## src/rtl/matmul_seq_ctrl.sv

```systemverilog
// Sequencer for the UART matrix-multiply datapath: loads N, A and B from RX bytes,
// steps the MAC through every dot product and streams 16-bit results over TX.
// Optional feature: define MATMUL_SAT_EN to saturate results at 16'hFFFF instead of truncating.
module matmul_seq_ctrl #(
    parameter int MAX_N = 3,
    parameter int AW    = 4,
    parameter int ACC_W = 20
) (
    input  logic             clk,
    input  logic             rst,
    input  logic [7:0]       rx_data,
    input  logic             rx_valid,
    output logic [7:0]       tx_data,
    output logic             tx_valid,
    input  logic             tx_ready,
    output logic [7:0]       mem_wdata,
    output logic             a_we,
    output logic             b_we,
    output logic [AW-1:0]    a_addr,
    output logic [AW-1:0]    b_addr,
    output logic             mac_en,
    output logic             mac_clr,
    input  logic [ACC_W-1:0] mac_acc,
    output logic             busy,
    output logic             size_err,
    output logic             rx_drop
);

    localparam int CW = $clog2(MAX_N + 1);

    typedef enum logic [2:0] {
        LOAD_N,
        LOAD_A,
        LOAD_B,
        ISSUE,
        DRAIN,
        CAPTURE,
        SEND_HI,
        SEND_LO
    } state_t;

    state_t state, state_next;

    logic [CW-1:0] n_q;
    logic [CW-1:0] r_q;
    logic [CW-1:0] c_q;
    logic [CW-1:0] i_q;
    logic [CW-1:0] j_q;
    logic [CW-1:0] k_q;
    logic [15:0]   result_q;
    logic [AW-1:0] wr_addr_q;
    logic          b_last_q;

    logic [CW-1:0] n_last;
    logic          size_ok;
    logic          rc_last;
    logic          k_last;
    logic          ij_last;
    logic          tx_fire;
    logic          load_wr;
    logic          drop_now;
    logic [15:0]   result_next;

    function automatic logic [AW-1:0] addr_of(input logic [CW-1:0] row, input logic [CW-1:0] col);
        return AW'(row) * AW'(MAX_N) + AW'(col);
    endfunction

    assign n_last   = n_q - CW'(1);
    assign size_ok  = (rx_data != 8'd0) && (rx_data <= 8'(MAX_N));
    assign rc_last  = (r_q == n_last) && (c_q == n_last);
    assign k_last   = (k_q == n_last);
    assign ij_last  = (i_q == n_last) && (j_q == n_last);
    assign tx_fire  = tx_valid && tx_ready;
    assign busy     = (state != LOAD_N);

    // The final B write is still in flight for one cycle, so LOAD_B lingers before ISSUE.
    assign load_wr  = rx_valid && ((state == LOAD_A) || (state == LOAD_B && !b_last_q));
    assign drop_now = rx_valid && ((state inside {ISSUE, DRAIN, CAPTURE, SEND_HI, SEND_LO}) ||
                                   (state == LOAD_B && b_last_q));

    // Read addresses are combinational in ISSUE so RAM data lines up with the registered mac_en.
    assign a_addr = (state == ISSUE) ? addr_of(i_q, k_q) : wr_addr_q;
    assign b_addr = (state == ISSUE) ? addr_of(k_q, j_q) : wr_addr_q;

`ifdef MATMUL_SAT_EN
    assign result_next = (mac_acc > ACC_W'(16'hFFFF)) ? 16'hFFFF : mac_acc[15:0];
`else
    logic unused_acc_hi;
    assign unused_acc_hi = ^mac_acc[ACC_W-1:16];
    assign result_next   = mac_acc[15:0];
`endif

    always_ff @(posedge clk or posedge rst) begin
        if (rst) begin
            state <= LOAD_N;
        end else begin
            state <= state_next;
        end
    end

    always_comb begin
        state_next = state;
        case (state)
            LOAD_N:  if (rx_valid && size_ok) state_next = LOAD_A;
            LOAD_A:  if (rx_valid && rc_last) state_next = LOAD_B;
            LOAD_B:  if (b_last_q) state_next = ISSUE;
            ISSUE:   if (k_last) state_next = DRAIN;
            DRAIN:   state_next = CAPTURE;
            CAPTURE: state_next = SEND_HI;
            SEND_HI: if (tx_fire) state_next = SEND_LO;
            SEND_LO: if (tx_fire) state_next = ij_last ? LOAD_N : ISSUE;
            default: state_next = LOAD_N;
        endcase
    end

    always_ff @(posedge clk or posedge rst) begin
        if (rst) begin
            n_q       <= '0;
            r_q       <= '0;
            c_q       <= '0;
            i_q       <= '0;
            j_q       <= '0;
            k_q       <= '0;
            result_q  <= '0;
            wr_addr_q <= '0;
            b_last_q  <= 1'b0;
            mem_wdata <= '0;
            a_we      <= 1'b0;
            b_we      <= 1'b0;
            mac_en    <= 1'b0;
            mac_clr   <= 1'b0;
            tx_data   <= '0;
            tx_valid  <= 1'b0;
            size_err  <= 1'b0;
            rx_drop   <= 1'b0;
        end else begin
            a_we     <= 1'b0;
            b_we     <= 1'b0;
            size_err <= 1'b0;
            b_last_q <= 1'b0;
            rx_drop  <= drop_now;
            mac_en   <= (state == ISSUE);
            mac_clr  <= (state == ISSUE) && (k_q == '0);

            if (state == LOAD_N && rx_valid) begin
                if (size_ok) begin
                    n_q <= rx_data[CW-1:0];
                    r_q <= '0;
                    c_q <= '0;
                end else begin
                    size_err <= 1'b1;
                end
            end

            // Operand load: row-major walk of r/c, write strobe issued one cycle later.
            if (load_wr) begin
                mem_wdata <= rx_data;
                wr_addr_q <= addr_of(r_q, c_q);
                a_we      <= (state == LOAD_A);
                b_we      <= (state == LOAD_B);
                if (c_q == n_last) begin
                    c_q <= '0;
                    r_q <= rc_last ? '0 : r_q + CW'(1);
                end else begin
                    c_q <= c_q + CW'(1);
                end
                if (state == LOAD_B && rc_last) begin
                    b_last_q <= 1'b1;
                end
            end

            if (state == LOAD_B && b_last_q) begin
                i_q <= '0;
                j_q <= '0;
                k_q <= '0;
            end

            if (state == ISSUE) begin
                k_q <= k_last ? '0 : k_q + CW'(1);
            end

            if (state == CAPTURE) begin
                result_q <= result_next;
                tx_data  <= result_next[15:8];
                tx_valid <= 1'b1;
            end

            if (state == SEND_HI && tx_fire) begin
                tx_data <= result_q[7:0];
            end

            // After the low byte leaves, step j then i; all counters are clean for the next pass.
            if (state == SEND_LO && tx_fire) begin
                tx_valid <= 1'b0;
                k_q      <= '0;
                if (j_q == n_last) begin
                    j_q <= '0;
                    i_q <= (i_q == n_last) ? '0 : i_q + CW'(1);
                end else begin
                    j_q <= j_q + CW'(1);
                end
                if (ij_last) begin
                    r_q <= '0;
                    c_q <= '0;
                end
            end
        end
    end

endmodule
```

## config.mk

```make
export PLATFORM = sky130hd
export DESIGN_NAME = matmul_seq_ctrl
export DESIGN_NICKNAME = d
export VERILOG_FILES = /design/src/rtl/matmul_seq_ctrl.sv
export SDC_FILE = /design/constraint.sdc
export NUM_CORES = 1
export LEC_CHECK = 0
export CORE_ASPECT_RATIO = 0.7
export CORE_UTILIZATION = 45
export CTS_CLUSTER_DIAMETER = 200
export DETAILED_ROUTE_END_ITERATION = 10
export HOLD_SLACK_MARGIN = 0.15
export PLACE_DENSITY = 0.85
export SLEW_MARGIN = 20
export SYNTH_ARGS = -nofsm -noshare
export SYNTH_HDL_FRONTEND = slang
export SYNTH_SLANG_ARGS = --single-unit
```

## constraint.sdc

```tcl
create_clock -name clk -period 1.9 [get_ports clk]
set_input_delay 0.38 -clock clk [delete_from_list [all_inputs] [get_ports clk]]
set_output_delay 0.38 -clock clk [all_outputs]
set_load 0.02 [all_outputs]
```

After elaboration in Yosys (flattened, before gate mapping)

Index checks and enable logic that the tools add are counted.
Widths: inputs -> output; s select.

Register bits: 51
Input port bits: 32
Word-level logic and storage cells: 122

$add $sub $neg: 9
Multipliers: 3
Magnitude comparators: 1
Equal/unequal tests: 18
Mux-type cells: 43
Reductions and logical operators: 29

Operator list:

| operator            | number |
|---|---|
| $mux 2              | 24 |
| $pmux 3 s8          | 1 |
| $mux 3              | 6 |
| $mux 8              | 2 |
| $logic_and 1x1->1   | 15 |
| $add 4x2->4         | 3 |
| $eq 3x3->1 const B  | 4 |
| $mul 2x2->4 const B | 3 |
| $add 2x1->2 const B | 5 |
| $eq 2x2->1          | 5 |
| $ne 2x2->1 const B  | 5 |
| $le 8x2->1 const B  | 1 |
| $mux 1              | 8 |
| $mux 4              | 2 |
| $reduce_bool 8->1   | 1 |
| $eq 3x2->1 const B  | 2 |
| $reduce_and 6->1    | 1 |
| $reduce_bool 2->1   | 3 |
| $reduce_bool 3->1   | 2 |
| $reduce_bool 5->1   | 1 |
| $eq 3x1->1 const B  | 1 |
| $logic_not 3->1     | 1 |
| $logic_not 2->1     | 1 |
| $logic_or 1x1->1    | 2 |
| other kinds (4)     | 4 |

Logic depth before layout (Yosys ltp)

Word-level depth: 8
Mapped depth: 6
Mapped depth without buffers: 5

Least setup slack after synthesis

OpenSTA, ideal clock, no wires.

Kind: flip-flop to output port
Start: reg i_q[0]
End: out a_addr[3]
Arrival: 1986 ps
Required time: 1520 ps
Slack: -466 ps
Cell stages (with the launch flop): 6
Path through: dfrtp_1 -> fa_1 -> ha_1 -> inv_1 -> fa_1 -> o21ai_0

Longest elaborated chain between the ends: 3

Ends and longest elaborated chain:

| what                   | line | source |
|---|---|---|
| start, declared        | 47   | `logic [CW-1:0] i_q;` |
| start signal, assigned | 198  | `i_q <= (i_q == n_last) ? '0 : i_q + CW'(1);` |
| $mul 2x2->4            | 65   | `return AW'(row) * AW'(MAX_N) + AW'(col);` |
| $add 4x2->4            | 65   |  |
| $mux 4                 | 82   | `assign a_addr = (state == ISSUE) ? addr_of(i_q, k_q) : wr_addr_q;` |
| end, declared          | 19   | `output logic [AW-1:0] a_addr,` |

No other way between the ends.

Worst setup path after layout

Start: reg i_q[0]
End: out a_addr[2]

Same word-level chain as after synthesis.

==> results.py <==
metrics = {
    "clocking": {
        "clock_sinks": 51,
        "ctsHoldBuffers": 0,
        "clk_pin_slew_worst_paths_ns": 0.10,
        "clk_path_buf_depth": 2,
        "numCtsBuffers": 5,
        "tritoncts": "done",
        "clock-root-buffer": "clkbuf_8",
        "clkLatencyLatePin_ns": 0.32,
        "htreeDepth": 2,
    },
    "logic_synthesis": {
        "netlist_instances": 296,
        "syn_nets": 343,
        "synth-main-ff-cell": "dfrtp_1",
        "synth_area_leaders": "dfrtp_1, nand2_1, fa_1",
        "yosysSeqAreaShare_pct": 46.1,
        "yosys.area.top_type": "dfrtp_1",
        "synth_edf_count": 0,
        "synth_cell_types": 46,
        "mappedNetlistArea_um2": 2770,
        "synthTopCellsByCount": "nand2_1, dfrtp_1, inv_1",
        "synth_top_area_share_pct": 46.1,
        "ys_warn_count": 0,
        "synthArstFlopShare_pct": 100,
        "synth_most_common_cell": "nand2_1",
        "syn_avg_cell_area_um2": 9.35,
        "ys_ff_latch": 51,
    },
    "timing": {
        "setup_tns_ns": -3.13,
        "relSlewSlack_pct": 63.6,
        "fmax_mhz": 384,
        "fin_crit_sh_pct": 137,
        "fin_skew_ns": 0.0117,
        "worst_pin_slew_ns": 0.545,
        "rsz0062_at_grt": "true",
        "finalSetupViolCount": 8,
        "hold_viol": 0,
        "post-route-min-period_ns": 2.60,
        "slew_violations": 0,
        "setup_ws_ns": -0.702,
        "fin_hold_ws_ns": 0.436,
    },
    "placement": {
        "gp_congestion": 0.899,
        "hpwlAfterDp_mm": 5.38,
        "placed_area_um2": 3820,
        "place.port_buffers": 59,
    },
    "pwr": {
        "switching_power_mw": 3.04,
        "clock_power_share_pct": 10.8,
        "p_total_mw": 7.13,
        "vdd_ir_drop_max_mv": 0.796,
        "internal_power_mw": 4.09,
        "switching_share_pct": 42.7,
        "combPwrFrac_pct": 62.7,
        "power_density_nw_per_um2": 1750,
        "p_seq_share_pct": 26.5,
        "p_leak_nw": 1.94,
    },
    "floorplan": {
        "core-area_um2": 5810,
        "initial_core_util_pct": 47.6,
        "pin_count": 64,
        "die_w_um": 95.8,
        "rows": 23,
        "die_h_um": 67.6,
        "dieArea_um2": 6480,
    },
    "layout": {
        "stdcell_area_um2": 4080,
        "drive_gt1_share_pct": 26.7,
        "multi_input_area_um2": 1510,
        "syn2layout_area_growth_pct": 47.4,
        "nets": 451,
        "antenna-diode-count": 0,
        "n_fill_cell": 432,
        "ff_latch_area_um2": 1280,
        "final_util_pct": 70.2,
    },
    "grt": {
        "grtUsageMet3_pct": 5.18,
        "use_met1_pct": 33.0,
        "grt_util_met2_pct": 43.7,
        "grt_max_degree": 52,
        "grt_busiest_layer": "met2",
        "grt_pass1_wl_mm": 12.6,
        "grt_use_total_pct": 26.1,
        "antenna_found_initial": 0,
        "grt_pass1_vias": 2679,
        "grt_remaining_overflow": 0,
    },
    "drt": {
        "firstDrtPassIters": 4,
        "routed_wl_mm": 7.78,
        "wl_per_cell_um": 16.2,
        "drtIter0Drc": 206,
        "drc": 0,
        "routed_via_density": 5.47,
        "num_vias": 2620,
        "ant_nets": 0,
    },
    "run_status": {
        "violations": "negative setup slack",
        "status": "finished with violations",
    },
    "setup_path": {
        "crit_fanout": 2,
        "worstPathArrival_ns": 2.22,
        "endpoint_kind": "output port",
        "critPathLaunchType": "flop",
        "worstSetupPathType": "flop to output port",
        "worstPathRequired_ns": 1.52,
    },
    "min_path": {
        "hold_path.class": "input pin to async pin",
    },
    "run": {
        "max_cap_viol_count": 0,
    },
}
cells by family after synthesis:
kind of cell,after synthesis,share of synthesized area (%)
AO/OA/AOI/OAI,56,14.2
XOR/XNOR,5,1.58
adder cells (fa/ha/maj),15,8.41
buffers and inverters,30,4.43
flip-flops,51,46.1
multiplexers,8,2.98
AND/OR/NAND/NOR,131,22.3
power groups by stage:
| stage | clock network (mW) | logic (mW) | registers, mW |
|---|---|---|---|
| floorplan | 0 | 2.01 | 2.17 |
| global placement | 0 | 3.91 | 1.86 |
| detailed placement | 0 | 4.09 | 1.89 |
| CTS | 0.775 | 4.27 | 1.88 |
| global route | 0.826 | 4.85 | 1.94 |
| finish | 0.772 | 4.47 | 1.89 |
routing by layer:
layer / vias up / wire length [µm]
met2: 100 / 3830
met5: - / 0
met4: 0 / 191
met3: 17 / 482
met1: 1278 / 3280
li1: 1225 / -
through the flow:
step / setup WS [ns] / instances
6_report: -0.702 / 479
5_1_grt: -0.745 / 479
4_1_cts: -0.682 / 478
3_5_place_dp: -0.821 / 465
3_3_place_gp: -0.780 / 465
2_1_floorplan: -0.298 / 296
state kept, by name, summed over array words and instances (netlist names):
| register | count |
|---|---|
| r_q | 2 |
| mem_wdata | 8 |
| j_q | 2 |
| mac_clr | 1 |
| state | 3 |
| b_we | 1 |
| c_q | 2 |
| wr_addr_q | 4 |
| n_q | 2 |
| tx_data | 8 |
| mac_en | 1 |
| result_q | 8 |
| size_err | 1 |
| i_q | 2 |
| rx_drop | 1 |
| b_last_q | 1 |
| a_we | 1 |
| tx_valid | 1 |
| k_q | 2 |
final timing paths:
path                              end  cells after the start       start  slack [ns]
max reg2reg                    r_q[1]                      5    state[1]       -0.01
max                         a_addr[2]                      6      i_q[0]       -0.70
min                           rx_drop                      3         rst        0.44
max in group asynchronous      k_q[0]                      3         rst        1.21
min reg2reg                tx_data[0]                      1  tx_data[0]        0.49
min in group clk           tx_data[0]                      1  tx_data[0]        0.49
worst max-delay path, stage by stage, from the launching register on:
cell     delay [ns]
dfrtp_1        0.42
fa_1           0.55
ha_2           0.17
inv_2          0.04
fa_2           0.55
a21oi_4        0.05
buf_6          0.12
repair_timing:
| action | CTS | global route |
|---|---|---|
| pin swaps | 9 | 8 |
| endpoints found under the setup margin | 11 | 18 |
| buffers inserted | 6 | 1 |
| gates resized for setup | 54 | 23 |
placed cells by master (no fill, tap or decap), types with 3 or more instances in the layout:
cell	n
nand2_1	80
dfrtp_1	50
clkdlybuf4s50_1	50
buf_4	50
inv_1	15
nor2_1	9
a21o_1	9
buf_6	9
nor2b_1	8
a22o_1	8
ha_1	8
nand3_1	6
clkbuf_8	5
a211oi_1	4
nand2b_1	4
a21oi_1	4
mux2i_1	4
o211ai_1	4
o21ai_0	4
fa_1	4
or2_2	3
inv_2	3
or4_4	3
or3_1	3
xor2_1	3
a31oi_1	3
cell type report:
| class | count | share of cell area, % |
|---|---|---|
| inverter | 18 | 1.66 |
| tap | 75 | 2.30 |
| clock buffer | 5 | 1.69 |
| clock inverter | 2 | 0.920 |
| timing repair buffer | 113 | 25.2 |
| multi-input combinational | 215 | 37.0 |
| sequential | 51 | 31.3 |
Note: power is estimated with default switching activity, not from simulation.
